## src/rtl/mem_port_arbiter.sv

```systemverilog
// Shares one single-port 16-bit memory between an instruction-fetch and a data requester.
// Accesses are serialised with a fixed busy latency; data bursts are bounded while fetch waits.
module mem_port_arbiter #(
    parameter int unsigned ADDR_WIDTH      = 16,
    parameter int unsigned LATENCY         = 2,
    parameter int unsigned MAX_DATA_STREAK = 4
) (
    input  logic                  clk,
    input  logic                  rst,
    input  logic                  f_req,
    input  logic [ADDR_WIDTH-1:0] f_addr,
    output logic                  f_done,
    output logic [15:0]           f_rdata,
    output logic                  f_err,
    input  logic                  d_req,
    input  logic                  d_wr,
    input  logic [ADDR_WIDTH-1:0] d_addr,
    input  logic [15:0]           d_wdata,
    output logic                  d_done,
    output logic [15:0]           d_rdata,
    output logic                  d_err,
    output logic                  busy,
    output logic                  mem_enable,
    output logic                  mem_wr,
    output logic [ADDR_WIDTH-1:0] mem_addr,
    output logic [15:0]           mem_data_in,
    input  logic [15:0]           mem_data_out
);

    typedef enum logic [1:0] {StIdle, StBusy, StDone} state_e;

    localparam logic [3:0] CntInit     = 4'(LATENCY - 1);
    localparam logic [3:0] StreakMax   = 4'(MAX_DATA_STREAK);
    localparam bit         SingleCycle = (LATENCY == 1);

    state_e                state;
    logic [3:0]            cnt;
    logic [3:0]            streak;
    logic                  owner_data;
    logic                  op_wr;
    logic                  grant_data;
    logic [ADDR_WIDTH-1:0] grant_addr;

    // Data wins ties until it has taken MAX_DATA_STREAK grants in a row over a waiting fetch.
    assign grant_data = d_req && (!f_req || (streak != StreakMax));
    assign grant_addr = grant_data ? d_addr : f_addr;

    always_ff @(posedge clk or negedge rst) begin
        if (!rst) begin
            state       <= StIdle;
            cnt         <= 4'd0;
            streak      <= 4'd0;
            owner_data  <= 1'b0;
            op_wr       <= 1'b0;
            f_done      <= 1'b0;
            f_rdata     <= 16'h0000;
            f_err       <= 1'b0;
            d_done      <= 1'b0;
            d_rdata     <= 16'h0000;
            d_err       <= 1'b0;
            busy        <= 1'b0;
            mem_enable  <= 1'b0;
            mem_wr      <= 1'b0;
            mem_addr    <= '0;
            mem_data_in <= 16'h0000;
        end else begin
            f_done <= 1'b0;
            d_done <= 1'b0;
            case (state)
                StIdle: begin
                    if (f_req || d_req) begin
                        owner_data <= grant_data;
                        op_wr      <= grant_data && d_wr;
                        mem_addr   <= grant_addr;
                        busy       <= 1'b1;
                        streak     <= (grant_data && f_req) ? streak + 4'd1 : 4'd0;
                        if (grant_data) begin
                            mem_data_in <= d_wdata;
                        end
                        if (grant_addr[0]) begin
                            // Misaligned: report straight away, memory is never touched.
                            state <= StDone;
                            if (grant_data) begin
                                d_done  <= 1'b1;
                                d_err   <= 1'b1;
                                d_rdata <= 16'h0000;
                            end else begin
                                f_done  <= 1'b1;
                                f_err   <= 1'b1;
                                f_rdata <= 16'h0000;
                            end
                        end else begin
                            state      <= StBusy;
                            cnt        <= CntInit;
                            mem_enable <= 1'b1;
                            mem_wr     <= grant_data && d_wr && SingleCycle;
                        end
                    end
                end
                StBusy: begin
                    // Strobe the write only in the last busy cycle so a store gives one write edge.
                    mem_wr <= op_wr && (cnt == 4'd1);
                    if (cnt != 4'd0) begin
                        cnt <= cnt - 4'd1;
                    end else begin
                        state      <= StDone;
                        mem_enable <= 1'b0;
                        if (owner_data) begin
                            d_done <= 1'b1;
                            d_err  <= 1'b0;
                            if (!op_wr) begin
                                d_rdata <= mem_data_out;
                            end
                        end else begin
                            f_done  <= 1'b1;
                            f_err   <= 1'b0;
                            f_rdata <= mem_data_out;
                        end
                    end
                end
                StDone: begin
                    state <= StIdle;
                    busy  <= 1'b0;
                end
                default: begin
                    state <= StIdle;
                    busy  <= 1'b0;
                end
            endcase
        end
    end

endmodule

```

## config.mk

```make
export PLATFORM = sky130hd
export DESIGN_NAME = mem_port_arbiter
export DESIGN_NICKNAME = d
export VERILOG_FILES = /design/src/rtl/mem_port_arbiter.sv
export SDC_FILE = /design/constraint.sdc
export NUM_CORES = 1
export LEC_CHECK = 0
export BUFFER_PORTS_ARGS = -buffer_cell sky130_fd_sc_hd__buf_4
export CORE_ASPECT_RATIO = 0.7
export CORE_MARGIN = 2
export CORE_UTILIZATION = 30
export DETAILED_ROUTE_END_ITERATION = 16
export GPL_ROUTABILITY_DRIVEN = 0
export MAX_ROUTING_LAYER = met4
export PLACE_DENSITY = 0.64
export RECOVER_POWER = 100
export REMOVE_ABC_BUFFERS = 1
export SETUP_SLACK_MARGIN = 0.15
export SLEW_MARGIN = 20
export SYNTH_ARGS = -nofsm -noshare
export SYNTH_HDL_FRONTEND = slang
export SYNTH_SLANG_ARGS = --single-unit
```

## constraint.sdc

```tcl
create_clock -name clk -period 2.6 [get_ports clk]
set_clock_uncertainty 0.2 [all_clocks]
set_input_delay 0.52 -clock clk [delete_from_list [all_inputs] [get_ports clk]]
set_output_delay 0.52 -clock clk [all_outputs]
set_load 0.02 [all_outputs]
```

==> results.py, run 1 <==
metrics = {
    "timing": {
        "relSlewSlack": 0.334,
        "grt_setup_unrepaired": "no",
        "worstMarginPinSlew_ps": 999,
        "setup_viol": 0,
        "finalCriticalPeriod_ps": 2390,
        "slew_viol_final": 0,
        "period_share": 0.920,
        "hold_viol": 0,
        "setup_tns_ps": 0,
        "fmax_mhz": 418,
    },
    "synth": {
        "ys_top_cells_by_count": "dfrtp_1, nand2_1, mux2_2",
        "synth_top_area_cell": "dfrtp_1",
        "synth_fa_ha_area_frac": 0.0173,
        "synth_edf_count": 0,
        "synthCells": 284,
        "synthSimpleGateAreaFrac": 0.117,
        "avgSynthCellArea_um2": 12.7,
        "synth-seq-cells": 83,
        "ys_types": 40,
        "synth_flop_cell": "dfrtp_1",
        "synth_compound_area_frac": 0.0695,
        "synth-xor-area-share": 0,
        "synth_top_area_share": 0.574,
        "seq_area_frac_synth": 0.574,
        "yosys_warnings": 0,
        "post-synth-top-count-cell": "dfrtp_1",
        "synth.area.mux_share": 0.200,
        "synthesis.area_um2": 3620,
        "synthTopCellsByArea": "dfrtp_1, mux2_2, mux2i_1",
        "synth_top_family_by_area": "multiplexers",
        "postSynth.asyncResetShare": 1.00,
    },
    "setup_path": {
        "arrival_ps": 2400,
        "crit_path_end_kind": "register",
        "start_kind": "register",
        "worstPathRequired_ps": 2610,
        "crit_fanout": 13,
        "path_class": "register to register",
    },
    "floorplan": {
        "pin_count": 140,
        "core_um2": 11700,
        "initial_core_util": 0.309,
        "die_h_um": 95.9,
        "die_area_um2": 13000,
        "num_rows": 33,
        "dieWidth_um": 135,
    },
    "job": {
        "cap_violations": 0,
    },
    "drt": {
        "dr.pass1.iters": 4,
        "avgViaCountPerCell": 4.58,
        "drt_iter0_drc": 72,
        "met1_length_um": 4030,
        "top_layer": "met4",
        "drc_errors": 0,
        "routed-wl-met3_um": 687,
        "drt_wl_total_um": 8750,
        "drtAntennaViolNets": 0,
        "vias": 2731,
        "wl_per_cell_um": 14.7,
        "wl_met2_um": 3890,
    },
    "grt": {
        "grt_max_degree": 46,
        "grt_pass1_vias": 2734,
        "grt_pass1_wl_um": 13800,
        "grt_usage": 0.145,
        "overflow": 0,
        "antenna_found_initial": 0,
    },
    "final_layout": {
        "num_antenna_cells": 0,
        "regArea_um2": 2080,
        "fillCellCount": 1229,
        "syn2layout_area_growth_pct": 34.1,
        "drive_gt1_frac": 0.298,
        "multi_input_comb_area_um2": 1440,
        "num-nets-final": 509,
        "instances_no_fill": 596,
    },
    "clocking": {
        "path_clk_slew_ps": 60,
        "cts_tree": "built",
        "ctsHtreeMaxLevel": 3,
        "clk_latency_ps": 330,
        "clock_sinks": 83,
        "cts-buffers-inserted": 9,
        "clockRootBuffer": "clkbuf_16",
        "clk_path_buf_depth": 2,
    },
    "pwr": {
        "power_density_nw_per_um2": 1220,
        "vdd_ir_drop_max_mv": 0.461,
        "leakagePower_nw": 2.29,
    },
    "placed_design": {
        "port_buffers": 139,
        "dp_hpwl_um": 6530,
        "dp.cells": 578,
    },
    "status": {
        "status": "completed",
    },
    "hold_path": {
        "min_path_type": "primary input to register",
    },
}
[repair_timing]
item	CTS	global route
buffers inserted	0	2
endpoints found under the hold margin	38	0
resized for setup	0	0
endpoints found under the setup margin	0	16
hold buffers	1	0
[cell families (layout without fill, tap and decap cells)]
logic type,Yosys count,count (layout)
flip-flops,83,83
adder cells (fa/ha/maj),5,5
AND/OR/NAND/NOR,79,79
buffers and inverters,16,171
multiplexers,63,63
AO/OA/AOI/OAI,38,38
[area by class of cell]
class                      count  area share
clock inverter                 5     0.00799
clock buffer                  10      0.0471
multi-input combinational    185       0.296
inverter                       6     0.00464
timing repair buffer         150       0.176
sequential                    83       0.428
tap                          157      0.0404
[stage by stage]
step	power [mW]	hold WS (ps)	setup WS, ps	area (µm²)	utilization
floorplan	3.96	24.4	266	3560	-
global placement	5.27	263	214	4880	0.416
detailed placement	5.36	271	173	4880	0.416
CTS	6.55	198	162	5160	0.440
global route	6.37	200	76.8	4860	0.414
finish	5.93	215	208	4860	0.414
[critical path, stage by stage, from the launching register on]
cell and delay [ps]:
dfrtp_1 410, inv_1 120, ha_1 190, or3b_1 420
nor3_1 280, a31oi_4 50, clkbuf_4 240, mux2_1 340
[flip-flops by register name, indices dropped and copies added, names as in the netlist, 2 cells and up]
| signal | flops |
|---|---|
| streak | 4 |
| cnt | 4 |
| mem_addr | 16 |
| f_rdata | 16 |
| state | 2 |
| mem_data_in | 16 |
| d_rdata | 16 |
[power by group]
group	internal (mW)	total, mW	switching [mW]	leakage [nW]
logic	0.922	2.51	1.59	1.12
registers	1.90	2.27	0.373	1.05
clock network	0.644	1.15	0.503	0.117
[final timing paths]
check	startpoint	end	slack, ps	cells after the start
min in group asynchronous	rst	f_rdata[13]$_DFFE_PN0P_	690	2
max	cnt[0]$_DFFE_PN0P_	f_rdata[2]$_DFFE_PN0P_	210	7
max reg2reg	cnt[0]$_DFFE_PN0P_	f_rdata[2]$_DFFE_PN0P_	210	7
max in group asynchronous	rst	cnt[3]$_DFFE_PN0P_	720	3
min reg2reg	mem_addr[12]$_DFFE_PN0P_	mem_addr[12]$_DFFE_PN0P_	280	2
min	d_wdata[5]	mem_data_in[5]$_DFFE_PN0P_	220	2
[metal layers]
metal	vias up	global-route usage
li1	1299	-
met1	1298	0.183
met2	124	0.219
met3	10	0.0527
met4	0	0.0469
met5	-	-
[cells in the final DEF (no fill, tap or decap), types with 2 or more instances in the layout]
master,Yosys,routed
nor2b_1,2,2
buf_4,1,70
mux2_4,9,5
nand3_1,6,6
mux2i_1,15,15
mux2_2,29,29
nand2_1,30,30
and2_1,17,16
clkbuf_2,0,4
o211ai_1,3,3
clkinvlp_4,0,4
nand4_1,3,3
clkbuf_1,5,74
ha_1,5,5
clkbuf_16,0,9
or3_1,4,4
dfrtp_1,83,83
o21ai_0,19,20
a21oi_1,6,6
nor2_1,6,6
mux2_1,10,14
inv_1,6,6
nor3_1,2,3
o22ai_1,2,2
No activity file was read; power rests on OpenSTA's default activity.
==> inputs of run 2 (changes only) <==
--- a/config.mk
+++ b/config.mk
@@ -11,9 +11,8 @@
 export CORE_UTILIZATION = 30
 export DETAILED_ROUTE_END_ITERATION = 16
 export GPL_ROUTABILITY_DRIVEN = 0
-export MAX_ROUTING_LAYER = met4
 export PLACE_DENSITY = 0.64
-export RECOVER_POWER = 100
+export RECOVER_POWER = 25
 export REMOVE_ABC_BUFFERS = 1
 export SETUP_SLACK_MARGIN = 0.15
 export SLEW_MARGIN = 20
==> run 2 against run 1 <==
Non-clock buffer count increased by 1; first-iteration DRC count increased by 5.6%; combinational power is 16% higher; largest power group unchanged; routed wire length increased by 0.30%; highest routed layer unchanged; register-to-register slack gained 80 ps; flip-flop and latch count is the same; final cell count up 0.17%; via count shrank 0.48%; critical path depth unchanged; maximum frequency is 3.4% higher; design area grew 5.2%.
==> results.py, run 2 (synthesized netlist as in run 1, its figures left out) <==
metrics = {
    "pwr": {
        "p_sw_mw": 2.50,
        "p_sw_frac": 0.394,
        "power_density_nw_per_um2": 1240,
        "p_seq_frac": 0.360,
        "finalPower_mw": 6.34,
        "p_int_mw": 3.85,
        "vdd_ir_drop_max_mv": 0.533,
        "clockPowerShare": 0.182,
        "leakagePower_nw": 2.52,
        "p_comb_frac": 0.458,
    },
    "job": {
        "cap_violations": 0,
    },
    "clocking": {
        "cts_tree": "built",
        "cts-buffers-inserted": 9,
        "ctsHtreeMaxLevel": 3,
        "cts_resized": 0,
        "clock_sinks": 83,
        "path_clk_slew_ps": 70,
        "clk_latency_ps": 330,
        "clockRootBuffer": "clkbuf_16",
        "clk_path_buf_depth": 2,
    },
    "timing": {
        "period_share": 0.890,
        "worstMarginPinSlew_ps": 999,
        "hold_viol": 0,
        "finalCriticalPeriod_ps": 2310,
        "slew_viol_final": 0,
        "fmax_mhz": 432,
        "setup_tns_ps": 0,
        "relSlewSlack": 0.334,
        "fin_ws_ps": 287,
        "setup_viol": 0,
        "whs_ps": 214,
        "grt_setup_unrepaired": "no",
    },
    "floorplan": {
        "die_h_um": 95.9,
        "initial_core_util": 0.309,
        "pin_count": 140,
        "num_rows": 33,
        "dieWidth_um": 135,
        "core_um2": 11700,
        "die_area_um2": 13000,
    },
    "final_layout": {
        "instances_no_fill": 597,
        "fillCellCount": 1160,
        "mostFrequentLayoutCells": "buf_4, dfrtp_1, nand2_1, mux2_2, clkbuf_1",
        "finish.utilization": 0.436,
        "num-nets-final": 510,
        "layout_commonest_cell": "buf_4",
        "num_antenna_cells": 0,
        "drive_gt1_frac": 0.434,
        "syn2layout_area_growth_pct": 41.1,
        "final_area_um2": 5110,
    },
    "grt": {
        "grt_pass1_vias": 2727,
        "grt_max_degree": 46,
        "overflow": 0,
        "grt_usage": 0.140,
        "grt_pass1_wl_um": 13800,
        "antenna_found_initial": 0,
    },
    "drt": {
        "drtAntennaViolNets": 0,
        "drc_errors": 0,
        "avgViaCountPerCell": 4.55,
        "drt_wl_total_um": 8770,
        "dr.pass1.iters": 4,
        "drt_iter0_drc": 76,
        "wl_per_cell_um": 14.7,
        "vias": 2718,
    },
    "setup_path": {
        "crit_fanout": 16,
        "start_kind": "register",
        "arrival_ps": 2320,
        "worstPathRequired_ps": 2610,
        "crit_path_end_kind": "register",
        "path_class": "register to register",
    },
    "placed_design": {
        "post_dp_cell_area_um2": 4880,
        "place_ws_ps": 173,
        "port_buffers": 139,
        "dp.cells": 578,
        "dp_hpwl_um": 6530,
    },
    "hold_path": {
        "min_path_type": "primary input to register",
    },
    "status": {
        "status": "completed",
    },
}
-- run 2: critical path: stages (launching register included) --
cell,delay [ps]
dfrtp_1,380
inv_1,80
ha_1,190
nand4b_1,220
nand4_1,260
a22oi_4,210
buf_4,280
mux2_2,370
-- run 2: final cells by class --
type,instances,area [µm²],area share
clock buffers,10,229,0.0448
inverters,6,22.5,0.00441
multi-input cells,185,1460,0.286
repair buffers,151,1080,0.212
flip-flops and latches,83,2080,0.407
well taps,157,196,0.0385
clock inverters,5,38.8,0.00759
-- run 2: power groups by stage --
stage | Clock, mW | Sequential [mW] | Combinational (mW)
floorplan | 0 | 2.89 | 1.07
global placement | 0 | 2.27 | 3.00
detailed placement | 0 | 2.30 | 3.05
CTS | 1.21 | 2.29 | 3.05
global route | 1.26 | 2.37 | 3.15
finish | 1.15 | 2.28 | 2.91
-- run 2: path summary, 6_finish.rpt --
| check | startpoint | end | slack, ps | depth (start not counted) |
|---|---|---|---|---|
| setup / recovery | streak[1]$_DFFE_PN0P_ | d_rdata[2]$_DFFE_PN0P_ | 290 | 7 |
| hold / removal | d_wdata[8] | mem_data_in[8]$_DFFE_PN0P_ | 210 | 2 |
| setup reg to reg | streak[1]$_DFFE_PN0P_ | d_rdata[2]$_DFFE_PN0P_ | 290 | 7 |
| hold reg to reg | d_err$_DFFE_PN0P_ | d_err$_DFFE_PN0P_ | 280 | 2 |
| max in group asynchronous | rst | cnt[3]$_DFFE_PN0P_ | 720 | 3 |
| min in group asynchronous | rst | f_rdata[13]$_DFFE_PN0P_ | 690 | 2 |
-- run 2: layer usage --
layer | vias to the layer above | routed length [µm] | track usage
li1 | 1308 | - | -
met1 | 1285 | 3880 | 0.174
met2 | 117 | 3960 | 0.218
met3 | 8 | 834 | 0.0642
met4 | 0 | 99 | 0.0469
met5 | - | 0 | 0
-- run 2: what timing repair did --
| item | 4_1_cts | 5_1_grt |
|---|---|---|
| endpoints found under the hold margin | 38 | 0 |
| endpoints found under the setup margin | 0 | 17 |
| buffers inserted | 0 | 3 |
| hold buffers | 1 | 0 |
